### src/rtl/cache_arbiter_pkg.sv
// cache_arbiter_pkg
//   Shared types for the L1 -> L2 cache port arbiter.
//   arb_state_t : arbiter FSM states.
//   arb_prio_t  : requester favoured on a tie when round-robin
//                 arbitration is built (ARB_ROUND_ROBIN_EN).
package cache_arbiter_pkg;

  typedef enum logic [1:0] {
    IDLE    = 2'd0,
    SERVE_I = 2'd1,
    SERVE_D = 2'd2,
    RELEASE = 2'd3
  } arb_state_t;

  typedef enum logic {
    PRIO_D = 1'b0,
    PRIO_I = 1'b1
  } arb_prio_t;

endpackage

### src/rtl/cache_arbiter.sv
// cache_arbiter
//   Shares one L2 cache port between the L1 instruction cache (read-only)
//   and the L1 data cache (read/write). Whole-line transfers, one
//   outstanding transaction at a time.
//
//   Optional build macro: ARB_ROUND_ROBIN_EN
//     undefined : D-cache wins every simultaneous request.
//     defined   : a 1-bit pointer alternates the winner of simultaneous
//                 requests; single requests are granted immediately.
//
//   Ports
//     clk, rst_n           clock (rising edge), async active-low reset
//     i_read, i_address    I-cache line read request / address
//     i_rdata, i_resp      line data to I-cache, one-cycle completion
//     d_read, d_write      D-cache line read / writeback request
//     d_address, d_wdata   D-cache address / writeback data
//     d_rdata, d_resp      line data to D-cache, one-cycle completion
//     l2_address/_wdata    to l2_cache mem_address / mem_wdata
//     l2_read, l2_write    to l2_cache mem_read / mem_write
//     l2_resp, l2_rdata    from l2_cache mem_resp / mem_rdata
module cache_arbiter
  import cache_arbiter_pkg::*;
#(
  parameter int ADDR_W = 32,
  parameter int LINE_W = 256
) (
  input  logic              clk,
  input  logic              rst_n,
  input  logic              i_read,
  input  logic [ADDR_W-1:0] i_address,
  output logic [LINE_W-1:0] i_rdata,
  output logic              i_resp,
  input  logic              d_read,
  input  logic              d_write,
  input  logic [ADDR_W-1:0] d_address,
  input  logic [LINE_W-1:0] d_wdata,
  output logic [LINE_W-1:0] d_rdata,
  output logic              d_resp,
  output logic [ADDR_W-1:0] l2_address,
  output logic [LINE_W-1:0] l2_wdata,
  output logic              l2_read,
  output logic              l2_write,
  input  logic              l2_resp,
  input  logic [LINE_W-1:0] l2_rdata
);

  arb_state_t state, state_nxt;
  logic       d_req;
  logic       tie_to_d;

`ifdef ARB_ROUND_ROBIN_EN
  // Names the requester that wins the next tie; it flips to the other
  // requester whenever a transaction completes.
  arb_prio_t  prio, prio_nxt;
  assign tie_to_d = (prio == PRIO_D);
`else
  assign tie_to_d = 1'b1;
`endif

  assign d_req = d_read | d_write;

  // Read data is broadcast; the resp pulse is the only qualifier.
  assign i_rdata = l2_rdata;
  assign d_rdata = l2_rdata;

  // State register (and tie pointer when built)
  always_ff @(posedge clk or negedge rst_n) begin
    if (!rst_n) begin
      state <= IDLE;
`ifdef ARB_ROUND_ROBIN_EN
      prio  <= PRIO_D;
`endif
    end else begin
      state <= state_nxt;
`ifdef ARB_ROUND_ROBIN_EN
      prio  <= prio_nxt;
`endif
    end
  end

  // Next-state decode
  always_comb begin
    state_nxt = state;
`ifdef ARB_ROUND_ROBIN_EN
    prio_nxt  = prio;
`endif
    unique case (state)
      IDLE: begin
        if (d_req && (!i_read || tie_to_d)) state_nxt = SERVE_D;
        else if (i_read)                    state_nxt = SERVE_I;
      end
      SERVE_I: begin
        if (l2_resp) begin
          state_nxt = RELEASE;
`ifdef ARB_ROUND_ROBIN_EN
          prio_nxt  = PRIO_D;
`endif
        end
      end
      SERVE_D: begin
        if (l2_resp) begin
          state_nxt = RELEASE;
`ifdef ARB_ROUND_ROBIN_EN
          prio_nxt  = PRIO_I;
`endif
        end
      end
      RELEASE: state_nxt = IDLE;
      default: state_nxt = IDLE;
    endcase
  end

  // Output decode: L2 strobes follow the registered state, so they drop
  // as soon as reset forces IDLE, without waiting for a clock edge.
  always_comb begin
    l2_read    = 1'b0;
    l2_write   = 1'b0;
    l2_address = '0;
    l2_wdata   = '0;
    i_resp     = 1'b0;
    d_resp     = 1'b0;
    unique case (state)
      SERVE_I: begin
        l2_read    = 1'b1;
        l2_address = i_address;
        i_resp     = l2_resp;
      end
      SERVE_D: begin
        l2_read    = d_read;
        l2_write   = d_write;
        l2_address = d_address;
        l2_wdata   = d_wdata;
        d_resp     = l2_resp;
      end
      default: ;
    endcase
  end

endmodule

### config.mk
export PLATFORM = sky130hd
export DESIGN_NAME = cache_arbiter
export DESIGN_NICKNAME = d
export VERILOG_FILES = /design/src/rtl/cache_arbiter_pkg.sv /design/src/rtl/cache_arbiter.sv
export SDC_FILE = /design/constraint.sdc
export NUM_CORES = 1
export LEC_CHECK = 0
export BUFFER_PORTS_ARGS = -buffer_cell sky130_fd_sc_hd__buf_4
export CORE_AREA = 2 2 537 539
export DETAILED_ROUTE_END_ITERATION = 12
export DIE_AREA = 0 0 539 541
export GPL_TIMING_DRIVEN = 0
export PLACE_DENSITY = 0.3
export SLEW_MARGIN = 10
export SYNTH_ARGS = -nofsm -noshare
export SYNTH_HDL_FRONTEND = slang
export SYNTH_SLANG_ARGS = --single-unit
### constraint.sdc
create_clock -name clk -period 1.5 [get_ports clk]
set_clock_uncertainty 0.15 [all_clocks]
set_input_delay 0.3 -clock clk [delete_from_list [all_inputs] [get_ports clk]]
set_output_delay 0.3 -clock clk [all_outputs]
set_load 0.05 [all_outputs]
==> run summary, run 1 <==
WS Path Type - reg -> out
Min Hold Slack - 0.248 ns
Post-route DRC - 0
Slew Viols, Final - 0
Worst EP required - 1.05 ns
Die Width - 539 µm
CP max stage cell - a22oi_2
Worst-path clk slew - 0.03 ns
die area - 292000 µm²
IO buf count - 1129
WL/cell - 31.0 µm
switching part of the total - 64.5%
met1 Usage GRT - 14.0%
max_cap viols - 0
Final Hold Fails - 0
Yosys warning count - 0
share of the synthesized area in the top cell type - 61.5%
worst-path maximum fanout - 8
Via density - 1.91
crit-path leading delay family - buffers and inverters
top post-synthesis cells by count - 512 x buf_4, 259 x and2_1, 33 x nor2b_1, 32 x a22oi_1, 29 x clkbuf_1
GRT overflow - 0
Net Sw Power - 22.3 mW
Clock power frac - 1.2%
worst setup margin - -0.849 ns
asr flop ratio synth - 100%
most flop-heavy register - state
Critical Path End Type - output pin
maximum clock rate - 426 MHz
number of global-route vias before repair - 11167
Mean Syn Cell Area - 7.00 µm²
Syn Inst Count - 893
final instance area - 21600 µm²
Die Y - 541 µm
Worst setup SP type - register
IO Pins - 1386
setup TNS - -207.25 ns
Post-Synthesis Cell Area - 6250 µm²
number of antenna violations at the first check in global routing - 172
top-count cell post-synth - buf_4
minimum period implied by the final worst setup slack - 2.35 ns
drt first-iter violations - 504
CTS tree - yes
Clock Path Buffers - 2
clk sinks - 2
max incr delay on CP - 0.43 ns
power per cell area - 1600 nW/µm²
Buf/Inv on CP - 4
Routed Antenna Nets - 0
total track usage - 11.9%
Gate power share - 98.5%
largest net degree at the start of global routing - 11
area grow syn2layout - 246%
met3 usage - 7.31%
leading area contributor after synthesis - buf_4
CORE AREA - 286000 µm²
share of cells above drive strength 1 - 99.1%
biggest regs - state (2)
Placer Congestion - 0.989
maximum vdd drop - 0.00110 V
ys flop type - dfrtp_1
Pleak - 10.0 nW
relative slew slack - 68.1%
row count - 197
WP data arrival - 1.90 ns
WL final - 181000 µm
drt pass-1 iters - 5
Clock Root Buffer - clkbuf_16
H-Tree Depth - 1
initial core utilization - 2.18%
global-route wire length before repair - 205000 µm
Tightest Pin Transition - 0.479 ns
number of register bits inferred by synthesis - 2
dpl hpwl - 174000 µm
number of distinct library cells after synthesis - 17
sequential share of power - 0.3%
HP Class - in -> reg
critical path cell sequence - inv_2 -> ha_4 -> buf_12 -> buf_16 -> a22oi_2 -> nor2b_4 -> buf_8
GRT met2 Usage - 18.6%
Internal - 12.3 mW
area post-placement - 20200 µm²
total vias in the final route - 11164
RSZ-0062 raised after global routing - true
Power Total - 34.5 mW
Tcrit/Tclk final - 157%
max reg flops - 2
status - finished, violations left
final core area utilization - 7.56%
Mapped Nets - 1478
fin nets - 2638
# setup viols final - 294
GR peak layer - met2
Post-synth EDFFs - 0
top cells by area, synth - buf_4 61%, and2_1 26%, a22oi_1 3.8%
sequential cell area fraction in the yosys report - 0.801%
violated checks - setup timing
clk_lat worst skew - 0.23 ns
CTS Buf Count - 3
-- final timing paths --
kind	to	cells past startpoint	slack [ns]	start
setup reg to reg	state[1]	8	-0.38	state[1]
min in group asynchronous	state[0]	2	0.58	rst_n
max in group asynchronous	state[1]	2	0.53	rst_n
setup / recovery	l2_address[16]	7	-0.85	state[0]
hold / removal	state[0]	3	0.25	d_write
hold reg to reg	state[0]	3	0.63	state[0]
-- what timing repair did --
action / 4_1_cts / 5_1_grt
hold buffers: 1 / 0
setup endpoints to repair: 294 / 294
resized for setup: 215 / 41
hold endpoints to repair: 2 / 0
pin swaps: 6 / 4
setup buffers: 18 / 4
cloned: 4 / 1
-- worst min-delay path, cell delays in order --
cell and delay [ns]:
buf_4 0.08, or3b_4 0.13, a2bb2oi_1 0.06
-- cell type report --
| cell class | count | area [µm²] |
|---|---|---|
| Antenna cell | 14 | 35.0 |
| Buffer | 550 | 4310 |
| Tap cell | 3781 | 4730 |
| Fill cell | 33885 | 265000 |
| Sequential cell | 2 | 50.0 |
| Multi-Input combinational cell | 336 | 3020 |
| Inverter | 3 | 11.3 |
| Clock buffer | 3 | 75.1 |
| Timing Repair Buffer | 1157 | 9420 |
-- kinds of logic (layout without fill, tap and decap cells) --
family,Yosys count,count (layout),synth area share [%]
other,0,14,0
adders and majority gates,3,3,0.601
and+or+nand+nor,296,296,29.6
muxes,1,1,0.180
AOI/OAI and AO/OA,36,36,4.44
DFF,2,2,0.801
buffers and inverters,555,1713,64.4
-- cells in the final DEF (no fill, tap or decap), drive strengths merged, types with 2 or more instances in the layout --
cell type,count
a2bb2oi,2
diode,14
nor2b,33
clkbuf,33
inv,3
buf,1676
ha,3
and2,259
a22oi,32
nand2,3
dfrtp,2
-- metrics by stage --
stage / std cells / setup slack [ns]
finish: 5846 / -0.849
global route: 5838 / -0.894
CTS: 5829 / -0.915
detailed placement: 5803 / -1.44
global placement: 5803 / -1.44
floorplan: 893 / -0.267
-- routing by layer --
layer	wire length, µm	vias up
met1	73500	4893
met2	78200	1267
met3	25400	372
met4	3800	86
met5	579	-
li1	-	4546
-- power groups by stage --
stage / clock, mW / combinational (mW) / sequential (mW)
global placement: 0 / 30.6 / 0.105
finish: 0.407 / 34.0 / 0.113
CTS: 0.411 / 34.4 / 0.112
global route: 0.418 / 35.6 / 0.119
detailed placement: 0 / 30.5 / 0.105
floorplan: 0 / 18.1 / 0.0987
No activity file was read; power rests on OpenSTA's default activity.
==> run 2, diff against run 1 <==
--- a/config.mk
+++ b/config.mk
@@ -11,6 +11,7 @@
 export DIE_AREA = 0 0 539 541
 export GPL_TIMING_DRIVEN = 0
 export PLACE_DENSITY = 0.3
+export SETUP_SLACK_MARGIN = 0.15
 export SLEW_MARGIN = 10
 export SYNTH_ARGS = -nofsm -noshare
 export SYNTH_HDL_FRONTEND = slang
==> run 2 against run 1 <==
The run still ends with setup timing left. Critical path depth increased by 1. Non-clock buffer count is 42 higher. Routed wire length is 1.3% higher. Clock power hardly changed. Sequential cell count unchanged. Total power up 24%. Largest cell class unchanged.
==> run summary, run 2 (synthesis gave the netlist of run 1 again) <==
most common cell after layout, fill and taps aside - buf_4
WL/cell - 31.2 µm (+0.40%)
clk_lat worst skew - 0.23 ns (about the same)
minimum period implied by the final worst setup slack - 2.36 ns (+0.0133 ns)
Routed Antenna Nets - 0 (unchanged)
CTS Buf Count - 3 (unchanged)
power per cell area - 1710 nW/µm² (+7.1%)
Post-route DRC - 0 (unchanged)
Worst EP required - 1.05 ns (about the same)
Tightest Pin Transition - 0.428 ns (-0.0512 ns)
Placer Congestion - 0.989 (unchanged)
share of cells above drive strength 1 - 99.3% (+0.16 points)
HP Class - in -> reg
worst-path maximum fanout - 4 (-4)
Pleak - 11.2 nW (+11%)
drt first-iter violations - 472 (-6.3%)
WS Path Type - reg -> out
number of global-route vias before repair - 11167 (unchanged)
critical path cell sequence - buf_6 -> ha_4 -> buf_12 -> clkbuf_16 -> buf_12 -> a22oi_2 -> nor2b_4 -> buf_8
die area - 292000 µm² (unchanged)
Worst-path clk slew - 0.03 ns (about the same)
worst setup margin - -0.862 ns (-0.0133 ns)
WP data arrival - 1.91 ns (about the same)
biggest regs - state (2)
Slew Viols, Final - 0 (unchanged)
H-Tree Depth - 1 (unchanged)
largest net degree at the start of global routing - 11 (unchanged)
total vias in the final route - 11297 (+1.2%)
CP max stage cell - dfrtp_1
multi-input logic area - 3220 µm² (+6.5%)
# setup viols final - 294 (unchanged)
RSZ-0062 raised after global routing - true
maximum vdd drop - 0.00110 V (+0.35%)
initial core utilization - 2.18% (unchanged)
total track usage - 11.9% (unchanged)
reg2reg setup slack - -0.36 ns (+0.02 ns)
Clock Root Buffer - clkbuf_16
CORE AREA - 286000 µm² (unchanged)
status - finished, violations left
final core area utilization - 8.73% (+1.2 points)
violated checks - setup timing
Die Y - 541 µm (unchanged)
commonest non-fill, non-tap cells in the layout - 1360 x buf_4, 242 x and2_4, 152 x buf_12, 150 x buf_8, 58 x buf_6
Final Hold Fails - 0 (unchanged)
row count - 197 (unchanged)
max_cap viols - 0 (unchanged)
Clock Path Buffers - 2 (unchanged)
IO buf count - 1129 (unchanged)
GRT overflow - 0 (unchanged)
register area - 50.0 µm² (unchanged)
Via density - 1.92 (+0.33%)
clk sinks - 2 (unchanged)
Critical Path End Type - output pin
CTS tree - yes
most flop-heavy register - state
maximum clock rate - 423 MHz (-0.56%)
max incr delay on CP - 0.39 ns (-0.04 ns)
CP most frequent cell - buf_12
Die Width - 539 µm (unchanged)
fin nets - 2680 (+1.6%)
number of antenna violations at the first check in global routing - 171 (-0.58%)
Worst Reg-to-Reg Cells - 8 (unchanged)
max reg flops - 2 (unchanged)
drt pass-1 iters - 4 (-1)
global-route wire length before repair - 205000 µm (unchanged)
Worst setup SP type - register
area grow syn2layout - 300%
fill cell count - 33584 (-0.89%)
dpl hpwl - 174000 µm (unchanged)
relative slew slack - 71.5% (+3.4 points)
Tcrit/Tclk final - 157% (+0.88 points)
setup TNS - -205.65 ns (+1.60 ns)
IO Pins - 1386 (unchanged)
WL final - 184000 µm (+1.3%)
Worst Hold Depth - 3 (unchanged)
run 2: changes by cell type in the layout (fill, tap and decap cells not counted), sizes merged:
| cell | change |
|---|---|
| buf | +47 |
| clkbuf | -5 |
| diode | +8 |
run 2: cell type report:
cell class                      instances  share of cell area [%]
Tap cell                             3781                    18.9
Antenna cell                           22                   0.220
Inverter                                3                  0.0450
Buffer                                552                    18.2
Multi-Input combinational cell        336                    12.9
Clock buffer                            3                   0.300
Timing Repair Buffer                 1197                    49.3
Sequential cell                         2                   0.200
run 2: per-layer routing:
metal  global-route usage [%]  wire, µm  vias to the layer above
li1                         -         -                     4643
met1                     14.0     72600                     4940
met2                     18.6     79700                     1252
met3                     7.31     26700                      376
met4                     1.45      4000                       86
met5                        0       787                        -
run 2: repair_timing:
action | in CTS | in global routing
hold endpoints to repair | 2 | 0
gates resized for setup | 215 | 826
cloned | 4 | 22
pin swaps | 6 | 14
endpoints found under the setup margin | 294 | 294
hold buffers | 1 | 0
setup buffers | 18 | 23
run 2: path summary, 6_finish.rpt:
kind,to,start
hold / removal,state[0],d_write
max in group asynchronous,state[1],rst_n
setup reg to reg,state[1],state[1]
hold reg to reg,state[0],state[0]
min in group asynchronous,state[0],rst_n
setup / recovery,l2_address[21],state[0]
run 2: power breakdown:
group	total [mW]	switching (mW)	leakage (nW)	internal, mW
sequential	0.113	0.0287	0.0241	0.0846
combinational	42.2	23.8	11.1	18.4
clock	0.408	0.0679	0.0371	0.340
run 2: stage by stage:
stage	std cells	power [mW]	area [µm²]	hold WS (ns)	worst slack (ns)
6_report	5896	42.8	25000	0.246	-0.862
5_1_grt	5880	44.6	25000	0.258	-0.896
4_1_cts	5829	35.0	21500	0.237	-0.915
3_5_place_dp	5803	30.6	20200	-0.0417	-1.44
3_3_place_gp	5803	30.7	20200	-0.0421	-1.44
2_1_floorplan	893	18.2	7040	-0.146	-0.267
run 2: critical path, delay by kind of cell, from the launching register on:
family,cells,cell delay (ns)
compound gates,1,0.27
fa+ha+maj,1,0.16
buf+inv,5,0.75
flops,1,0.39
simple gates,1,0.07
